<file path="src/rtl/pipe_pkg.sv">
// Shared definitions for the pipeline stage buffers: default field widths and
// the EX/MEM payload layout, ordered exactly as the stage buffers pack it.
package pipe_pkg;

  localparam int PIPE_DATA_W = 16;
  localparam int PIPE_REG_AW = 3;

  typedef struct packed {
    logic [PIPE_DATA_W-1:0] alu_result;
    logic [PIPE_DATA_W-1:0] rs_data;
    logic [PIPE_DATA_W-1:0] rd_data;
    logic [PIPE_REG_AW-1:0] rd;
    logic                   mem_read;
    logic                   mem_write;
    logic                   reg_write;
  } exmem_payload_t;

endpackage

</file>
<file path="src/rtl/pipe_skid_entry.sv">
// One valid-plus-payload holding register. Clear drops only the valid bit;
// load beats drop so that a drain and refill on the same edge keeps the entry full.
module pipe_skid_entry #(
  parameter int W = 8
) (
  input  logic         clk,
  input  logic         rst,
  input  logic         clr,
  input  logic         load,
  input  logic         drop,
  input  logic [W-1:0] d,
  output logic         valid,
  output logic [W-1:0] q
);

  always_ff @(posedge clk) begin
    if (rst) begin
      valid <= 1'b0;
      q     <= '0;
    end else if (clr) begin
      valid <= 1'b0;
    end else if (load) begin
      valid <= 1'b1;
      q     <= d;
    end else if (drop) begin
      valid <= 1'b0;
    end
  end

endmodule

</file>
<file path="src/rtl/exec_mem_stage_buf.sv">
// EX/MEM stage buffer with valid/ready flow control, flush, and an optional
// skid entry that keeps in_ready off the downstream combinational path.
module exec_mem_stage_buf
  import pipe_pkg::*;
#(
  parameter int DATA_W  = PIPE_DATA_W,
  parameter int REG_AW  = PIPE_REG_AW,
  parameter bit SKID_EN = 1'b1
) (
  input  logic              clk,
  input  logic              rst,
  input  logic              flush,
  input  logic              in_valid,
  output logic              in_ready,
  input  logic [DATA_W-1:0] alu_result,
  input  logic [DATA_W-1:0] rs_data,
  input  logic [DATA_W-1:0] rd_data,
  input  logic [REG_AW-1:0] rd,
  input  logic              mem_read,
  input  logic              mem_write,
  input  logic              reg_write,
  output logic              out_valid,
  input  logic              out_ready,
  output logic [DATA_W-1:0] alu_result_mem,
  output logic [DATA_W-1:0] rs_data_mem,
  output logic [DATA_W-1:0] rd_data_mem,
  output logic [REG_AW-1:0] rd_mem,
  output logic              mem_read_mem,
  output logic              mem_write_mem,
  output logic              reg_write_mem
);

  localparam int PW = 3*DATA_W + REG_AW + 3;

  logic [PW-1:0] in_pl;
  logic [PW-1:0] main_d;
  logic [PW-1:0] main_q;
  logic          main_v;
  logic          main_load;
  logic          in_xfer;
  logic          drain;
  logic [2:0]    ctl_q;

  assign in_pl   = {alu_result, rs_data, rd_data, rd, mem_read, mem_write, reg_write};
  assign in_xfer = in_valid & in_ready;
  assign drain   = main_v & out_ready;

  generate
    if (SKID_EN) begin : g_skid
      logic          skid_v;
      logic [PW-1:0] skid_q;
      logic          skid_load;

      // Ready comes straight from the skid flop; the rst term only masks it during reset.
      assign in_ready  = ~skid_v & ~rst;
      assign skid_load = in_xfer & main_v & ~out_ready;
      assign main_load = (drain & skid_v) | (in_xfer & ~(main_v & ~out_ready));
      assign main_d    = skid_v ? skid_q : in_pl;

      pipe_skid_entry #(.W(PW)) u_skid (
        .clk   (clk),
        .rst   (rst),
        .clr   (flush),
        .load  (skid_load),
        .drop  (drain & skid_v),
        .d     (in_pl),
        .valid (skid_v),
        .q     (skid_q)
      );
    end else begin : g_noskid
      assign in_ready  = (~main_v | out_ready) & ~rst;
      assign main_load = in_xfer;
      assign main_d    = in_pl;
    end
  endgenerate

  pipe_skid_entry #(.W(PW)) u_main (
    .clk   (clk),
    .rst   (rst),
    .clr   (flush),
    .load  (main_load),
    .drop  (drain),
    .d     (main_d),
    .valid (main_v),
    .q     (main_q)
  );

  assign {alu_result_mem, rs_data_mem, rd_data_mem, rd_mem, ctl_q} = main_q;

  // Bubbles must never issue a load, store or writeback.
  assign out_valid     = main_v & ~rst;
  assign mem_read_mem  = ctl_q[2] & out_valid;
  assign mem_write_mem = ctl_q[1] & out_valid;
  assign reg_write_mem = ctl_q[0] & out_valid;

endmodule

</file>
<file path="config.mk">
export PLATFORM = sky130hd
export DESIGN_NAME = exec_mem_stage_buf
export DESIGN_NICKNAME = d
export VERILOG_FILES = /design/src/rtl/pipe_pkg.sv /design/src/rtl/pipe_skid_entry.sv /design/src/rtl/exec_mem_stage_buf.sv
export SDC_FILE = /design/constraint.sdc
export NUM_CORES = 1
export LEC_CHECK = 0
export CAP_MARGIN = 20
export CORE_MARGIN = 1
export CORE_UTILIZATION = 31
export DETAILED_ROUTE_END_ITERATION = 7
export GPL_TIMING_DRIVEN = 0
export RECOVER_POWER = 100
export SLEW_MARGIN = 20
export SYNTH_ARGS = -nofsm -noshare
export SYNTH_HDL_FRONTEND = slang
export SYNTH_SLANG_ARGS = --single-unit
</file>
<file path="constraint.sdc">
create_clock -name clk -period 1.6 [get_ports clk]
set_clock_uncertainty 0.15 [all_clocks]
set_input_delay 0.24 -clock clk [delete_from_list [all_inputs] [get_ports clk]]
set_output_delay 0.24 -clock clk [all_outputs]
set_load 0.1 [all_outputs]
</file>
* Yosys cells after proc, flatten, opt, wreduce, memory -nomap -nowiden
Cells that the tools add are included.
Cells by class: muxes and demuxes 5, bitwise operators 18, reductions and logical operators 5
Operators with widths (number):
- two-way mux 54 bit | 1
- bitwise AND 1 bit | 12
- inverter 1 bit | 5
- two-way mux 1 bit | 4
- AND reduction 2 bit | 2
- nonzero test 2 bit | 2
- OR reduction 2 bit | 1
- bitwise OR 1 bit | 1
Word-level totals: register bits after elaboration 110, bits of input ports 59

* Depth between registers and ports, before layout
Gate-level depths: netlist of the first run.
depth after elaboration 6, mapped depth 6, mapped depth without buffers 3

* By module
From an unflattened synthesis of the first run, not the netlist that was laid out.
Unflattened totals: cell total of the unflattened synthesis 576, area, all modules 6042.0 µm²
Modules (own cells, without submodules):
- pipe_skid_entry | times used 2, cells each 251, area each 2638.8 µm², seq. area each 1101.1 µm²
- exec_mem_stage_buf | times used 1, cells each 74, area each 764.5 µm², seq. area each 0.0 µm²

* Least setup slack after synthesis of the first run
Ideal clock, no wire load.
kind register -> output, start reg u_main.valid, end out mem_read_mem, data arrival time 2.747 ns, data required time 1.210 ns, slack -1.537 ns, cell stages (with the launch flop) 3, path buffers 0, cells stage by stage dfxtp_1 -> nor2b_1 -> and2_1
Between the ends: word-level cells in the longest chain between the ends 2
Ends and longest elaborated chain:
- start, declared | line pipe_skid_entry.sv:12 | output logic valid,
- start signal, assigned | line pipe_skid_entry.sv:18 | valid <= 1'b0;
- start signal, assigned | line pipe_skid_entry.sv:21 | valid <= 1'b0;
- start signal, assigned | line pipe_skid_entry.sv:23 | valid <= 1'b1;
- bitwise AND 1 bit | line exec_mem_stage_buf.sv:91 | assign out_valid = main_v & ~rst;
- net out_valid | line exec_mem_stage_buf.sv:22 | output logic out_valid,
- bitwise AND 1 bit | line exec_mem_stage_buf.sv:92 | assign mem_read_mem = ctl_q[2] & out_valid;
- end, declared | line exec_mem_stage_buf.sv:28 | output logic mem_read_mem,
The timed path passes the listed nets, and every way through them passes these cells.

* Worst setup path in the final report of the first run
start reg u_main.valid, end out reg_write_mem
Between the ends: word-level cells in the longest chain between the ends 2
Ends and longest elaborated chain:
- bitwise AND 1 bit | line exec_mem_stage_buf.sv:91
- bitwise AND 1 bit | line exec_mem_stage_buf.sv:94 | assign reg_write_mem = ctl_q[0] & out_valid;
- end, declared | line exec_mem_stage_buf.sv:30 | output logic reg_write_mem
Every way passes these cells.

==> results of run 1 <==
-- stage by stage --
step	TNS (ns)	hold WS (ns)	setup WS (ns)	utilization, %	total power (uW)
3_3_place_gp	-90.44	0.3002	-1.375	40.82	4332
2_1_floorplan	-0.5210	0.2313	-0.1737	-	3932
4_1_cts	-3.062	0.2224	-0.1454	43.74	6495
5_1_grt	-3.057	0.1862	-0.1059	44.97	6715
6_report	-0.2590	0.1710	-0.06180	44.97	6464
3_5_place_dp	-98.26	0.3014	-1.412	40.82	4352
-- Yosys cell counts --
library cell	instances
and2_4	1
a21oi_1	56
clkbuf_2	3
a221oi_2	50
o221ai_4	1
o21ai_0	39
nand2b_1	1
buf_1	1
clkbuf_4	1
buf_2	14
and4bb_1	1
and2b_1	1
inv_1	56
buf_6	11
o21ai_1	16
dfxtp_1	110
o221a_1	1
a221oi_1	4
buf_4	53
clkbuf_1	21
nor2_1	2
or2_1	1
mux2i_1	54
nor3_1	1
nor2_2	1
and2_1	3
nor2b_1	1
nand4bb_1	1
nand3_1	54
-- registers in the layout, indices dropped and copies added (netlist names) --
name / flops
g_skid.u_skid.q: 54
u_main.q: 54
g_skid.u_skid.valid: 1
u_main.valid: 1
-- area by class of cell --
class                           count  area, um2
Multi-Input combinational cell    289       2399
Clock buffer                       12      236.5
Tap cell                          220      275.3
Sequential cell                   110       2210
Antenna cell                        1      2.502
Fill cell                        1635       9223
Clock inverter                      4      23.77
Timing Repair Buffer              134       1340
Inverter                           56      210.2
Buffer                            103      840.8
-- what timing repair did --
| item | 4_1_cts | 5_1_grt |
|---|---|---|
| setup endpoints to repair | 166 | 126 |
| cloned | 5 | 2 |
| pin swaps | 7 | 14 |
| resized for setup | 381 | 74 |
| buffers inserted | 9 | 4 |
-- logic make-up after synthesis --
kind of cell / after synthesis / share of synthesized area, %
flops: 110 / 40.82
mux: 54 / 10.02
compound gates: 167 / 25.56
buf+inv: 160 / 16.81
simple gates: 68 / 6.795
-- worst max-delay path, delay by kind of cell, from the launching register on --
family        cells  cell delay (ns)
simple gates      2             0.39
flops             1             0.38
buf+inv           1             0.16
-- metal layers --
| layer | up-vias | track usage (%) |
|---|---|---|
| li1 | 2223 | - |
| met1 | 2114 | 20.07 |
| met2 | 105 | 29.16 |
| met3 | 17 | 3.175 |
| met4 | 2 | 6.692 |
| met5 | - | 0 |
-- layout by cell type, fill, tap and decap left out, types with 10 or more instances in the layout --
cell type        Yosys  final
clkbuf_16            0     11
mux2i_1             54     50
buf_12               0     16
a21oi_1             56     56
buf_4               53     47
dfxtp_1            110    108
a221oi_2            50     51
clkbuf_1            21     12
clkbuf_2             3     10
o21ai_1             16     28
o21ai_0             39     27
inv_1               56     56
clkbuf_4             1     77
nand3_1             54     54
clkdlybuf4s50_1      0     54
-- power groups by stage --
stage                     logic, uW  clock network [uW]  registers, uW
final                          1540                2070           2860
after floorplan                1020                   0           2910
after global placement         1410                   0           2920
after detailed placement       1430                   0           2930
after global routing           1620                2230           2870
after CTS                      1500                2130           2860
-- worst max path at each step --
stage / startpoint / to / slack (ns) / depth (start not counted)
6_report: u_main.valid / reg_write_mem / -0.06 / 3
5_1_grt: u_main.valid / mem_read_mem / -0.11 / 3
4_1_cts: g_skid.u_skid.valid / in_ready / -0.15 / 5
3_5_place_dp: rst / in_ready / -1.41 / 5
3_3_place_gp: rst / in_ready / -1.37 / 5
2_1_floorplan: u_main.valid / mem_read_mem / -0.17 / 2
==> reports/metrics.yaml, run 1 <==
worst-slew-pin-transition_ns: 0.7824
globalRouteTotalUtil_pct: 16.70
setup_ws_ns: -0.06180
route.met2.wl_mm: 7.251
fp.coreArea_mm2: 0.01676
tritoncts: "yes"
topRoutingLayerUsed: "met5"
max_stage_delay_ns: 0.38
dieArea_mm2: 0.01794
synth.top_cell.area_share_pct: 40.82
ant_nets: 0
cts_made_buffers: 9
wl_per_cell_um: 15.77
setup_violations: 5
place_inst: 893
clock_power_share_pct: 32.0
regToRegEndpoint: "u_main.q[50]"
clk_pin_slew_worst_paths_ns: 0.07
post-route-min-period_ns: 1.662
areaGrowthSynthToFinish_pct: 39.70
synth_cell_types: 29
critPathLaunchType: "flop"
netlist_top_cells_area: "dfxtp_1, a221oi_2, mux2i_1"
maxSlewViolCount: 0
status: "complete, but fails checks"
root_buffer: "clkbuf_16"
critPathCaptureType: "output port"
syn_area_per_cell_um2: 9.651
crit_path_cell_trace: "nor2b_4 -> and2_4 -> buf_12"
synth_seq_area_share_pct: 40.82
sw_frac_of_total_pct: 31.26
drive_above_1_share_pct: 35.73
cp.required_ns: 1.21
p_comb_share_pct: 23.8
via_count: 4461
cp.arrival_ns: 1.27
pwr-share-seq_pct: 44.2
power.leakage_uw: 0.002672
p_switching_uw: 2021
synth_area_mm2: 0.005395
yosysTopAreaCell: "dfxtp_1"
violations: "negative setup slack"
p_int_uw: 4443
port_buffers: 114
antenna_found_initial: 2
vdd_ir_drop_max_mv: 0.4856
start_util_pct: 32.19
grt_pass1_vias: 4720
ys_ff_latch: 110
drc: 0
worstPathMaxFanout: 6
wirelength_mm: 14.65
syn_nets: 618
grt_remaining_overflow: 0
worstSetupPathType: "flop to output port"
synth_warnings: 0
die_width_um: 133.9
first_pass_iters: 4
worstHoldStart: "out_ready"
hpwl_mm: 10.41
period_share_pct: 103.9
fin_area_mm2: 0.007537
slew_headroom_pct: 47.84
insertion_delay_ns: 0.34
fmax_ghz: 0.6018
drtIter0Drc: 151
cts_max_level: 3
ff2ff_setup_slack_ns: 0.01
max_cap_viol_count: 0
wl_met3_um: 645
cellPowerDensity_mw_per_mm2: 857.6
fp.dieH_um: 133.9
hold_violations: 0
holdPathEnd: "u_main.valid"
fin_cells: 929
hold_path_class: "input port to flop"
hold_buffers: 0
reg2reg_from: "g_skid.u_skid.valid"
rows: 47
min_path_cells: 4
nets: 762
gp_congestion: 0.8046
dpl-instance-area_mm2: 0.006842
netlist_instances: 559
io_pins: 115
rsz0062_at_grt: "yes"
clock_sinks: 110
grt_pass1_wl_mm: 23.56
via_per_inst: 4.802
crit_slowest_cell: "dfxtp_4"
r2r_cells: 5
clock_path_buffers: 2
grt_start_max_net_pins: 17
met1_length_mm: 6.528
(Power assumes the default switching activity.)
==> run 2, diff against run 1 <==
CTS_CLUSTER_DIAMETER = 200   (was unset)
==> results of run 2 <==
Same layout as run 1: the final DEF is identical, and so are final timing and power.
==> run 3, diff against run 2 <==
CORE_UTILIZATION = 44   (was 31)
PLACE_DENSITY = 0.77   (was unset)
==> reports/metrics.yaml, run 3 (synthesized netlist as in run 1, its figures left out) <==
holdPathEnd: "u_main.valid"
gp_congestion: 0.7912
place_inst: 820
insertion_delay_ns: 0.35
fp.dieH_um: 112.7
final_cell_mix: "dfxtp_1, buf_4, inv_1, a21oi_1, clkdlybuf4s50_1"
p_int_uw: 4473
drc: 0
cp.arrival_ns: 1.31
worstPathMaxFanout: 6
cellPowerDensity_mw_per_mm2: 882.3
reg_top3: "g_skid.u_skid.q x54, u_main.q x54"
clock_path_buffers: 2
regToRegEndpoint: "u_main.q[44]"
root_buffer: "clkbuf_16"
nets: 759
max_cap_viol_count: 0
clk_pin_slew_worst_paths_ns: 0.08
fmax_ghz: 0.5886
critical_path.top_delay_family: "simple AND/OR/NAND/NOR gates"
io_pins: 115
wl_per_cell_um: 16.80
power.leakage_uw: 0.002695
final_common_cell: "dfxtp_1"
setup_violations: 53
min_path_cells: 3
status: "complete, but fails checks"
pwr-share-seq_pct: 43.4
tritoncts: "yes"
p_comb_share_pct: 23.4
clock_sinks: 110
fin_cells: 854
critPathLaunchType: "flop"
worstSetupPathType: "flop to output port"
hold_violations: 0
crit_path_cell_trace: "nor2b_4 -> and2_4 -> buf_12"
slew_headroom_pct: 48.80
via_count: 4668
r2r_cells: 7
areaGrowthSynthToFinish_pct: 38.38
rsz0062_at_grt: "yes"
clock_power_share_pct: 33.2
drive_above_1_share_pct: 35.46
rows: 40
critPathBufInv: 1
crit_slowest_cell: "dfxtp_4"
hold_buffers: 0
globalRouteTotalUtil_pct: 21.27
fp.coreArea_mm2: 0.01196
period_share_pct: 106.2
grt_remaining_overflow: 0
grt_pass1_wl_mm: 21.47
cts_max_level: 3
worst-slew-pin-transition_ns: 0.7680
hpwl_mm: 9.801
sw_frac_of_total_pct: 32.10
die_width_um: 112.7
violations: "negative setup slack"
port_buffers: 114
setup_tns_ns: -1.693
max_stage_delay_ns: 0.38
wirelength_mm: 14.34
grt_start_max_net_pins: 20
ff2ff_setup_slack_ns: -0.06
maxSlewViolCount: 0
vdd_ir_drop_max_mv: 0.4738
reg2reg_from: "u_main.valid"
first_pass_iters: 5
worstHoldStart: "in_valid"
post-route-min-period_ns: 1.699
dpl-instance-area_mm2: 0.006750
crit_path_start: "u_main.valid"
drtIter0Drc: 170
dieArea_mm2: 0.01271
critPathCaptureType: "output port"
antenna_found_initial: 2
fin_area_mm2: 0.007466
p_switching_uw: 2115
ant_nets: 0
setup_ws_ns: -0.09886
hold_path_class: "input port to flop"
start_util_pct: 45.10
grt_pass1_vias: 4414
cts_made_buffers: 9
cp.required_ns: 1.21
via_per_inst: 5.466
## run 3: cell count changes in the layout (fill, tap and decap cells not counted), moves of 4 or more
cell       before  now
mux2i_2         4    0
mux2i_1        50   54
buf_8           0    5
clkbuf_4       77   34
buf_2           8    4
clkbuf_16      11   17
buf_16          4    0
buf_4          47   87
## run 3: timing repair
item,in CTS,in global routing
setup buffers,5,4
setup endpoints to repair,162,136
gates resized for setup,352,94
pin swaps,3,9
gates cloned,0,9
## run 3: cell type report
cell class | count | area, um2
tap | 147 | 183.9
clock inverter | 7 | 58.81
multi-input combinational | 289 | 2370
inverter | 56 | 210.2
buffer | 102 | 844.6
sequential | 110 | 2207
fill | 972 | 4496
clock buffer | 9 | 225.2
antenna | 2 | 5.005
timing repair buffer | 132 | 1361
## run 3: layer usage
layer	GRT usage (%)	vias to the layer above	part of all wire, %
li1	-	2227	-
met1	27.05	2251	43
met2	35.68	164	50
met3	4.231	26	5.4
met5	0	-	0
met4	8.089	0	2.2
## run 3: power groups by stage
stage          Clock (uW)  Sequential, uW  Combinational, uW
6_report             2180            2860               1540
5_1_grt              2300            2870               1610
4_1_cts              2180            2860               1400
3_5_place_dp            0            2920               1420
3_3_place_gp            0            2920               1390
2_1_floorplan           0            2910               1020
## run 3: through the flow
step           util, %  hold WS [ns]  setup WS, ns  total power, uW
6_report         62.42        0.1477      -0.09886             6587
5_1_grt          62.40        0.1763       -0.1367             6779
4_1_cts          58.45        0.3152       -0.1273             6436
3_5_place_dp     56.43        0.3040        -1.364             4342
3_3_place_gp     56.43        0.2982        -1.325             4315
2_1_floorplan        -        0.2313       -0.1737             3932
## run 3: how the worst max path moves through the flow
stage / depth (start not counted) / to / slack (ns)
floorplan: 2 / mem_read_mem / -0.17
global placement: 5 / in_ready / -1.32
detailed placement: 5 / in_ready / -1.36
CTS: 5 / in_ready / -0.13
global route: 3 / mem_read_mem / -0.14
finish: 3 / mem_read_mem / -0.1
## run 3: worst min-delay path, stage by stage
cell	delay, ns
dlymetal6s2s_1	0.19
nand2b_1	0.11
a21oi_1	0.06
